==> src/rtl/data_mem_pkg.sv <==
// Shared types for the data memory load/store unit: access sizes, FSM states
// and the alignment-error predicate.
package data_mem_pkg;

    typedef enum logic [1:0] {
        SZ_BYTE = 2'b00,
        SZ_HALF = 2'b01,
        SZ_WORD = 2'b10
    } size_e;

    typedef enum logic {
        ST_CLEAR = 1'b0,
        ST_RUN   = 1'b1
    } state_e;

    // lane is the byte offset within the word; words are an even number of bytes,
    // so lane[0] equals the byte-address LSB.
    function automatic logic misaligned(input logic [1:0] size, input logic [7:0] lane);
        return ((size == SZ_HALF) && lane[0]) || ((size == SZ_WORD) && (lane != 8'd0));
    endfunction

endpackage

==> src/rtl/data_mem_lane_fmt.sv <==
// Lane steering for the data memory: byte enables and shifted data for stores,
// field extraction with sign/zero extension for loads.
module data_mem_lane_fmt
    import data_mem_pkg::*;
#(
    parameter int  DATA_W = 32,
    localparam int BPW    = DATA_W / 8,
    localparam int LANE_W = $clog2(BPW)
) (
    input  logic [1:0]        st_size,
    input  logic [LANE_W-1:0] st_lane,
    input  logic [DATA_W-1:0] st_wdata,
    output logic [BPW-1:0]    st_be,
    output logic [DATA_W-1:0] st_data,
    input  logic [1:0]        ld_size,
    input  logic [LANE_W-1:0] ld_lane,
    input  logic              ld_unsigned,
    input  logic [DATA_W-1:0] ld_word,
    output logic [DATA_W-1:0] ld_data
);
    logic [BPW-1:0] st_mask;
    logic [7:0]     ld_byte;
    logic [15:0]    ld_half;

    always_comb begin
        st_mask = '1;
        case (st_size)
            SZ_BYTE: st_mask = BPW'(1);
            SZ_HALF: st_mask = BPW'(3);
            default: ;
        endcase
        st_be   = st_mask << st_lane;
        st_data = st_wdata << {st_lane, 3'b000};

        ld_byte = 8'(ld_word >> {ld_lane, 3'b000});
        ld_half = 16'(ld_word >> {ld_lane, 3'b000});
        case (ld_size)
            SZ_BYTE: ld_data = {{(DATA_W-8){~ld_unsigned & ld_byte[7]}}, ld_byte};
            SZ_HALF: ld_data = {{(DATA_W-16){~ld_unsigned & ld_half[15]}}, ld_half};
            default: ld_data = ld_word;
        endcase
    end

endmodule

==> src/rtl/data_mem_lsu.sv <==
// Single-port data memory with sized load/store, alignment/range checks and
// one-cycle responses. DATA_MEM_LSU_CLEAR_EN adds a post-reset zero-fill sequencer.
module data_mem_lsu
    import data_mem_pkg::*;
#(
    parameter int  DATA_W = 32,
    parameter int  DEPTH  = 64,
    localparam int ADDR_W = $clog2(DEPTH * DATA_W / 8)
) (
    input  logic              clk,
    input  logic              rst_n,
    input  logic              req_valid,
    output logic              req_ready,
    input  logic              req_we,
    input  logic [1:0]        req_size,
    input  logic              req_unsigned,
    input  logic [ADDR_W-1:0] req_addr,
    input  logic [DATA_W-1:0] req_wdata,
    output logic              rsp_valid,
    output logic [DATA_W-1:0] rsp_rdata,
    output logic              rsp_err,
    output logic              init_done
);
    localparam int BPW    = DATA_W / 8;
    localparam int LANE_W = $clog2(BPW);
    localparam int IDX_W  = (DEPTH > 1) ? $clog2(DEPTH) : 1;
    localparam logic [ADDR_W-1:0] BPW_A   = ADDR_W'(BPW);
    localparam logic [ADDR_W-1:0] DEPTH_A = ADDR_W'(DEPTH);

    logic              ready;
    logic              accept, err, wr_en, rd_en;
    logic [ADDR_W-1:0] word_idx;
    logic [LANE_W-1:0] lane;
    logic [IDX_W-1:0]  mem_idx;
    logic [BPW-1:0]    st_be;
    logic [DATA_W-1:0] st_data, rd_word, ld_data;

    logic              rsp_valid_q, rsp_err_q, ld_q, ld_uns_q;
    logic [1:0]        ld_size_q;
    logic [LANE_W-1:0] ld_lane_q;

`ifdef DATA_MEM_LSU_CLEAR_EN
    state_e           state_q, state_d;
    logic [IDX_W-1:0] clr_idx_q, clr_idx_d;
    logic             clearing;

    always_comb begin
        state_d   = state_q;
        clr_idx_d = clr_idx_q;
        if (state_q == ST_CLEAR) begin
            if (clr_idx_q == IDX_W'(DEPTH - 1)) state_d = ST_RUN;
            else                                clr_idx_d = clr_idx_q + 1'b1;
        end
    end

    always_ff @(posedge clk or negedge rst_n) begin
        if (!rst_n) begin
            state_q   <= ST_CLEAR;
            clr_idx_q <= '0;
        end else begin
            state_q   <= state_d;
            clr_idx_q <= clr_idx_d;
        end
    end

    assign clearing = (state_q == ST_CLEAR);
    assign ready    = (state_q == ST_RUN);
`else
    logic run_q;

    always_ff @(posedge clk or negedge rst_n) begin
        if (!rst_n) run_q <= 1'b0;
        else        run_q <= 1'b1;
    end

    assign ready = run_q;
`endif

    assign accept   = req_valid && ready;
    assign word_idx = req_addr / BPW_A;
    assign lane     = LANE_W'(req_addr % BPW_A);
    assign mem_idx  = IDX_W'(word_idx);
    assign err      = misaligned(req_size, 8'(lane)) || (word_idx >= DEPTH_A) || (req_size == 2'b11);
    assign wr_en    = accept && !err && req_we;
    assign rd_en    = accept && !err && !req_we;

    data_mem_lane_fmt #(.DATA_W(DATA_W)) u_lane_fmt (
        .st_size     (req_size),
        .st_lane     (lane),
        .st_wdata    (req_wdata),
        .st_be       (st_be),
        .st_data     (st_data),
        .ld_size     (ld_size_q),
        .ld_lane     (ld_lane_q),
        .ld_unsigned (ld_uns_q),
        .ld_word     (rd_word),
        .ld_data     (ld_data)
    );

    // One byte-wide array per lane so each maps onto a plain RAM with its own write enable.
    for (genvar gi = 0; gi < BPW; gi++) begin : g_lane
        logic [7:0] mem_q [DEPTH];
        logic [7:0] rd_q;

        always_ff @(posedge clk) begin
`ifdef DATA_MEM_LSU_CLEAR_EN
            if (clearing) mem_q[clr_idx_q] <= 8'h00;
            else
`endif
            if (wr_en && st_be[gi]) mem_q[mem_idx] <= st_data[8*gi +: 8];
            if (rd_en) rd_q <= mem_q[mem_idx];
        end

        assign rd_word[8*gi +: 8] = rd_q;
    end

    always_ff @(posedge clk or negedge rst_n) begin
        if (!rst_n) begin
            rsp_valid_q <= 1'b0;
            rsp_err_q   <= 1'b0;
            ld_q        <= 1'b0;
            ld_uns_q    <= 1'b0;
            ld_size_q   <= '0;
            ld_lane_q   <= '0;
        end else begin
            rsp_valid_q <= accept;
            rsp_err_q   <= accept && err;
            ld_q        <= rd_en;
            if (rd_en) begin
                ld_uns_q  <= req_unsigned;
                ld_size_q <= req_size;
                ld_lane_q <= lane;
            end
        end
    end

    assign req_ready = ready;
    assign init_done = ready;
    assign rsp_valid = rsp_valid_q;
    assign rsp_err   = rsp_err_q;
    assign rsp_rdata = ld_q ? ld_data : '0;

endmodule

==> config.mk <==
export PLATFORM = sky130hd
export DESIGN_NAME = data_mem_lsu
export DESIGN_NICKNAME = d
export VERILOG_FILES = /design/src/rtl/data_mem_pkg.sv /design/src/rtl/data_mem_lane_fmt.sv /design/src/rtl/data_mem_lsu.sv
export SDC_FILE = /design/constraint.sdc
export NUM_CORES = 2
export LEC_CHECK = 0
export ABC_CLOCK_PERIOD_IN_PS = 3450
export CAP_MARGIN = 40
export CORE_ASPECT_RATIO = 1.2
export CORE_UTILIZATION = 58
export CTS_BUF_LIST = sky130_fd_sc_hd__clkbuf_4 sky130_fd_sc_hd__clkbuf_8
export CTS_CLUSTER_DIAMETER = 100
export DETAILED_ROUTE_END_ITERATION = 7
export HOLD_SLACK_MARGIN = 0.02
export PLACE_DENSITY = 0.76
export SYNTH_ARGS = -nofsm -noshare
export SYNTH_HDL_FRONTEND = slang
export SYNTH_SLANG_ARGS = --single-unit
==> constraint.sdc <==
create_clock -name clk -period 3.45 [get_ports clk]
set_input_delay 0.69 -clock clk [delete_from_list [all_inputs] [get_ports clk]]
set_output_delay 0.69 -clock clk [all_outputs]
set_load 0.01 [all_outputs]
# --- Word-level counts from Yosys, hierarchy flattened ---
# Memory sizes are Yosys's and may differ from the RTL's. A register that Yosys moved wholly into a read port is not among the register bits.
# Cells that the tools add are included.
op_classes:
  order_cmp: 1
  eq_ne: 4
  n_shift: 3
  muxes: 11
  n_bitwise: 3
  n_reduce_logical: 19
op_table:
  columns: ["cell", "count"]
  rows:
  - ["32-bit one-hot mux with 2 select lines", 1]
  - ["32-bit 2-to-1 mux", 1]
  - ["32-bit by 5-bit left shift with 32-bit output", 1]
  - ["32-bit by 5-bit right shift with 16-bit output", 1]
  - ["1-bit logical AND", 11]
  - ["1-bit 2-to-1 mux", 8]
  - ["4-bit one-hot mux with 2 select lines", 1]
  - ["6-bit by 7-bit >= comparator with 1-bit output, second input constant", 1]
  - ["2-bit by 1-bit == test with 1-bit output, second input constant", 2]
  - ["2-bit == test, second input constant", 2]
  - ["2-bit logical NOT", 2]
  - ["4-bit by 2-bit left shift with 4-bit output", 1]
  - ["1-bit logical OR", 3]
  - ["1-bit bitwise AND", 2]
  - ["1-bit logical NOT", 2]
  - ["2-bit nonzero test", 1]
  - ["1-bit NOT", 1]
totals:
  regBits: 9
  mem_bits_rw: 2048
  input_bits: 47
  wordCells: 52
  mem_count: 4
memory_table:
  columns: ["name", "words", "word_bits", "read_ports", "rd_clocked_by_memory_dff", "wr", "line_no", "source"]
  rows:
  - ["g_lane[0].mem_q", 64, 8, 1, 1, 1, "data_mem_lsu.sv:102", "logic [7:0] mem_q [DEPTH];"]
  - ["g_lane[1].mem_q", 64, 8, 1, 1, 1, "data_mem_lsu.sv:102", null]
  - ["g_lane[2].mem_q", 64, 8, 1, 1, 1, "data_mem_lsu.sv:102", null]
  - ["g_lane[3].mem_q", 64, 8, 1, 1, 1, "data_mem_lsu.sv:102", null]

# --- Longest topological paths before layout ---
logic_depth:
  ltp_word: 11
  mapped_depth: 11
  depth_no_buf: 6

# --- Cells and area by module ---
# A second synthesis with hierarchy kept.
hier_totals:
  cells_unflattened: 4844
  area_unflattened_um2: 81738.4
by_module_without_submodules:
  columns: ["mod", "n_inst", "cells_per_inst", "area_each_um2"]
  rows:
  - ["data_mem_lsu", 1, 4624, 80355.8]
  - ["data_mem_lane_fmt", 1, 220, 1382.6]

# --- Worst setup path after synthesis ---
# Ideal clock, no wire load.
synth_timing:
  path_type: "input to register"
  start: "input port req_addr[1]"
  end: "memory g_lane[2].mem_q[0][0] (data pin)"
  setup_time_ns: 0.702
  t_arrival_ns: 4.047
  required_ns: 2.748
  setup_slack_ns: -1.299
  stages: 4
  n_path_buf: 2
  path_cell_list: "clkbuf_1 buf_1 mux2i_1 o21ai_0"
synth_via:
  elab_chain_len: 1
synth_rtl:
  columns: ["item", "line_no", "source"]
  rows:
  - ["start, declared", "data_mem_lsu.sv:17", "input logic [ADDR_W-1:0] req_addr,"]
  - ["32-bit by 5-bit left shift with 32-bit output", "data_mem_lane_fmt.sv:33", "st_data = st_wdata << {st_lane, 3'b000};"]
  - ["net st_data[16]", "data_mem_lsu.sv:36", "logic [DATA_W-1:0] st_data, rd_word, ld_data;"]
  - ["end, declared", "data_mem_lsu.sv:102", null]
# The timed path passes the listed nets, and every way through them passes these cells.

# --- Worst setup path after layout ---
layout_timing:
  start: "register g_lane[2].rd_q[7] (read register of g_lane[2].mem_q)"
  end: "output port rsp_rdata[9]"
layout_via:
  elab_chain_len: 4
layout_rtl:
  columns: ["item", "line_no", "source"]
  rows:
  - ["start, declared", "data_mem_lsu.sv:103", "logic [7:0] rd_q;"]
  - ["32-bit by 5-bit right shift with 16-bit output", "data_mem_lane_fmt.sv:35", "ld_byte = 8'(ld_word >> {ld_lane, 3'b000});"]
  - ["1-bit bitwise AND", "data_mem_lane_fmt.sv:38", "SZ_BYTE: ld_data = {{(DATA_W-8){~ld_unsigned & ld_byte[7]}}, ld_byte};"]
  - ["32-bit one-hot mux with 2 select lines", "data_mem_lane_fmt.sv:37", "case (ld_size)"]
  - ["32-bit 2-to-1 mux", "data_mem_lsu.sv:141", "assign rsp_rdata = ld_q ? ld_data : '0;"]
  - ["end, declared", "data_mem_lsu.sv:20", "output logic [DATA_W-1:0] rsp_rdata,"]
# No other way between the ends.

==> flow_summary.json <==
{
  "initial_core_util": 0.587,
  "grt.overflow.total": 0,
  "syn_area_um2": 81000,
  "nets": 5587,
  "worstSetupEndpointType": "output port",
  "yosysUniqueCellTypes": 58,
  "final.setup.worst_slack_ns": -0.229,
  "grt_pass1_vias": 51300,
  "ir_worst_vdd_mv": 0.443,
  "placed_area_um2": 89100,
  "post-route-period-util": 1.07,
  "cp-startpoint": "g_lane[2].rd_q[7]",
  "final_area_um2": 95100,
  "clkSinkCount": 2089,
  "grt_use_met2": 0.546,
  "crit_path_top_delay_cell": "or4_4",
  "cts-htree-levels": 5,
  "yosys-top-cells-count": "2080 x edfxtp_1, 548 x a22oi_1, 357 x nor2_1",
  "crit_chain": "buf_6, mux2_4, o21ai_4, buf_4, or4_4, a21oi_1, clkdlybuf4s15_2",
  "path_depth": 7,
  "routed_wl_um": 257000,
  "hold_viol_final": 0,
  "violations": "DRC, setup timing",
  "use_met1": 0.447,
  "ctsLongestPathBuffers": 4,
  "reg2reg_slack_ns": 0.77,
  "grt_pass1_wl_um": 359000,
  "dieArea_um2": 141000,
  "synth_sequential_area_ratio": 0.774,
  "clk_latency_ns": 1.07,
  "core-area_um2": 138000,
  "ant_nets": 0,
  "drtIter0Drc": 8494,
  "syn-num-nets": 4884,
  "clock.fmax_mhz": 272,
  "grt_max_degree": 65,
  "std_cell_rows": 149,
  "leakage_uw": 0.0324,
  "synth_top_area_cell": "edfxtp_1",
  "reg2reg_depth": 7,
  "cts_root_buf": "clkbuf_8",
  "synth_flop_cell": "edfxtp_1",
  "viasPerCell": 6.98,
  "cp_num_buf_inv": 3,
  "drc": 1,
  "die_h_um": 411,
  "synth_most_common_cell": "edfxtp_1",
  "critPathTopFamily": "buffers and inverters",
  "dp_hpwl_um": 170000,
  "layout_min_cycle_time_ns": 3.68,
  "slew_violations": 0,
  "slowest_delay_ns": 0.49,
  "crit_type": "reg -> out",
  "max_slew_margin": 0.341,
  "gp_congestion": 0.969,
  "drive_gt1_frac": 0.249,
  "crit_end": "rsp_rdata[9]",
  "route.vias.total": 52800,
  "cp.required_ns": 2.76,
  "tritoncts": "yes",
  "synthTopCellsByArea": "edfxtp_1 77%, a22oi_1 5.1%, mux2i_1 2.1%",
  "synthArstFlopShare": 0.00431,
  "regToRegStartpoint": "init_done",
  "grt_use_met3": 0.111,
  "critPathArrivalTime_ns": 2.99,
  "netlist.area_leader.share": 0.771,
  "cp_max_fo": 8,
  "busiest_layer": "met2",
  "synth-seq-cells": 2089,
  "synth.avg_cell_area_um2": 16.7,
  "syn_to_final_growth_pct": 17.4,
  "status": "finished with violations",
  "r2r_end": "g_lane[2].mem_q[7][6]",
  "tightest_slew_ns": 0.986,
  "hold_path.class": "in -> reg",
  "port_buffers": 82,
  "rsz0062_at_grt": "true",
  "netlist_instances": 4837,
  "clk_pin_slew_ns": 0.07,
  "die_x_um": 343,
  "io_pins": 83,
  "fin_worst_skew_ns": 0.0516,
  "dr.pass1.iters": 8,
  "startpoint_type": "register",
  "min_delay_path_depth": 2,
  "grt_usage": 0.364,
  "cts_buffers": 315,
  "final_util": 0.689,
  "yosysWarnings": 0,
  "power_density_nw_per_um2": 534,
  "antenna_found_initial": 12,
  "synth_enable_flop_cells": 2080,
  "setup_violations": 25,
  "drv_cap": 0,
  "wl_per_cell_um": 33.9,
  "final.setup.tns_ns": -4.23
}
-- worst reg2reg max path, stage by stage (launching register included) --
cell     delay [ns]
dfrtp_1        0.41
nand2_1        0.16
inv_1          0.13
nand2_1        0.09
or3_2          0.73
buf_12         0.30
nor2_1         0.30
buf_4          0.26
-- metal layers --
layer  up-vias  share of wire
met5         -        0.00028
met4         8          0.091
met3      1085           0.15
met2      4731           0.45
met1     25800           0.31
li1      21200              -
-- cell usage in the layout, fill, tap and decap left out, types with 19 or more instances in the layout --
cell type / n
a21oi_1: 151
a221oi_1: 171
o221a_2: 19
a31oi_1: 19
a22oi_1: 548
nand2_1: 118
mux2i_1: 166
buf_4: 556
a211oi_1: 22
clkinv_2: 32
inv_1: 21
o22ai_1: 209
nor3_1: 20
nand4_1: 30
mux4_2: 39
clkdlybuf4s50_1: 46
clkinv_1: 59
clkbuf_8: 327
edfxtp_1: 2080
clkbuf_4: 94
buf_2: 24
mux2_2: 117
a22o_1: 37
nor4_1: 26
buf_12: 110
nor2_1: 340
o21ai_0: 111
-- power by group --
part | switching (uW) | internal (uW)
logic | 2350 | 1150
registers | 50.3 | 28100
clock network | 9110 | 9970
-- through the flow --
step,worst slack [ns],hold WS [ns],power (uW),cells
after detailed placement,-0.209,0.542,32000,7014
after floorplan,-0.332,0.394,30300,4837
after CTS,-0.218,0.0396,50500,7544
final,-0.229,0.100,50700,7566
after global routing,-0.242,0.0479,51800,7559
after global placement,-0.491,0.545,31900,7007
-- what timing repair did --
action / CTS / global route
pin swaps: 3 / 4
gates cloned: 1 / 0
hold buffers: 1 / 0
endpoints found under the hold margin: 9 / 0
setup buffers: 5 / 14
gates resized for setup: 114 / 24
endpoints found under the setup margin: 32 / 30
-- flip-flops by register name, summed over array words and instances (netlist names), 2 cells and up --
| signal | cells |
|---|---|
| g_lane.rd_q | 32 |
| ld_lane_q | 2 |
| g_lane.mem_q | 2048 |
| ld_size_q | 2 |
-- how the worst min path moves through the flow --
stage / endpoint / slack [ns] / from
6_report: ld_lane_q[1] / 0.10 / req_addr[1]
5_1_grt: ld_lane_q[1] / 0.05 / req_addr[1]
3_3_place_gp: ld_size_q[0] / 0.55 / ld_size_q[0]
2_1_floorplan: init_done / 0.39 / rst_n
4_1_cts: ld_lane_q[1] / 0.04 / req_addr[1]
3_5_place_dp: ld_size_q[0] / 0.54 / ld_size_q[0]
-- kinds of logic (layout without fill, tap and decap cells) --
family | count (synthesis) | in the layout | share of synthesized area
mux | 327 | 327 | 0.0483
buf+inv | 395 | 1304 | 0.0220
other cells | 1 | 9 | 0.0000463
simple gates | 660 | 660 | 0.0363
compound gates | 1364 | 1364 | 0.119
xor+xnor | 1 | 1 | 0.000108
flops | 2089 | 2089 | 0.774
-- area by class of cell --
type	instances	area [um^2]
multi-input cells	2353	17000
fillers	8538	42900
clock buffers	421	5210
clock inverters	102	537
flip-flops and latches	2089	62700
well taps	1812	2270
inverters	22	83.8
diodes	8	20.0
repair buffers	759	7290
Note: power is estimated with default switching activity, not from simulation.
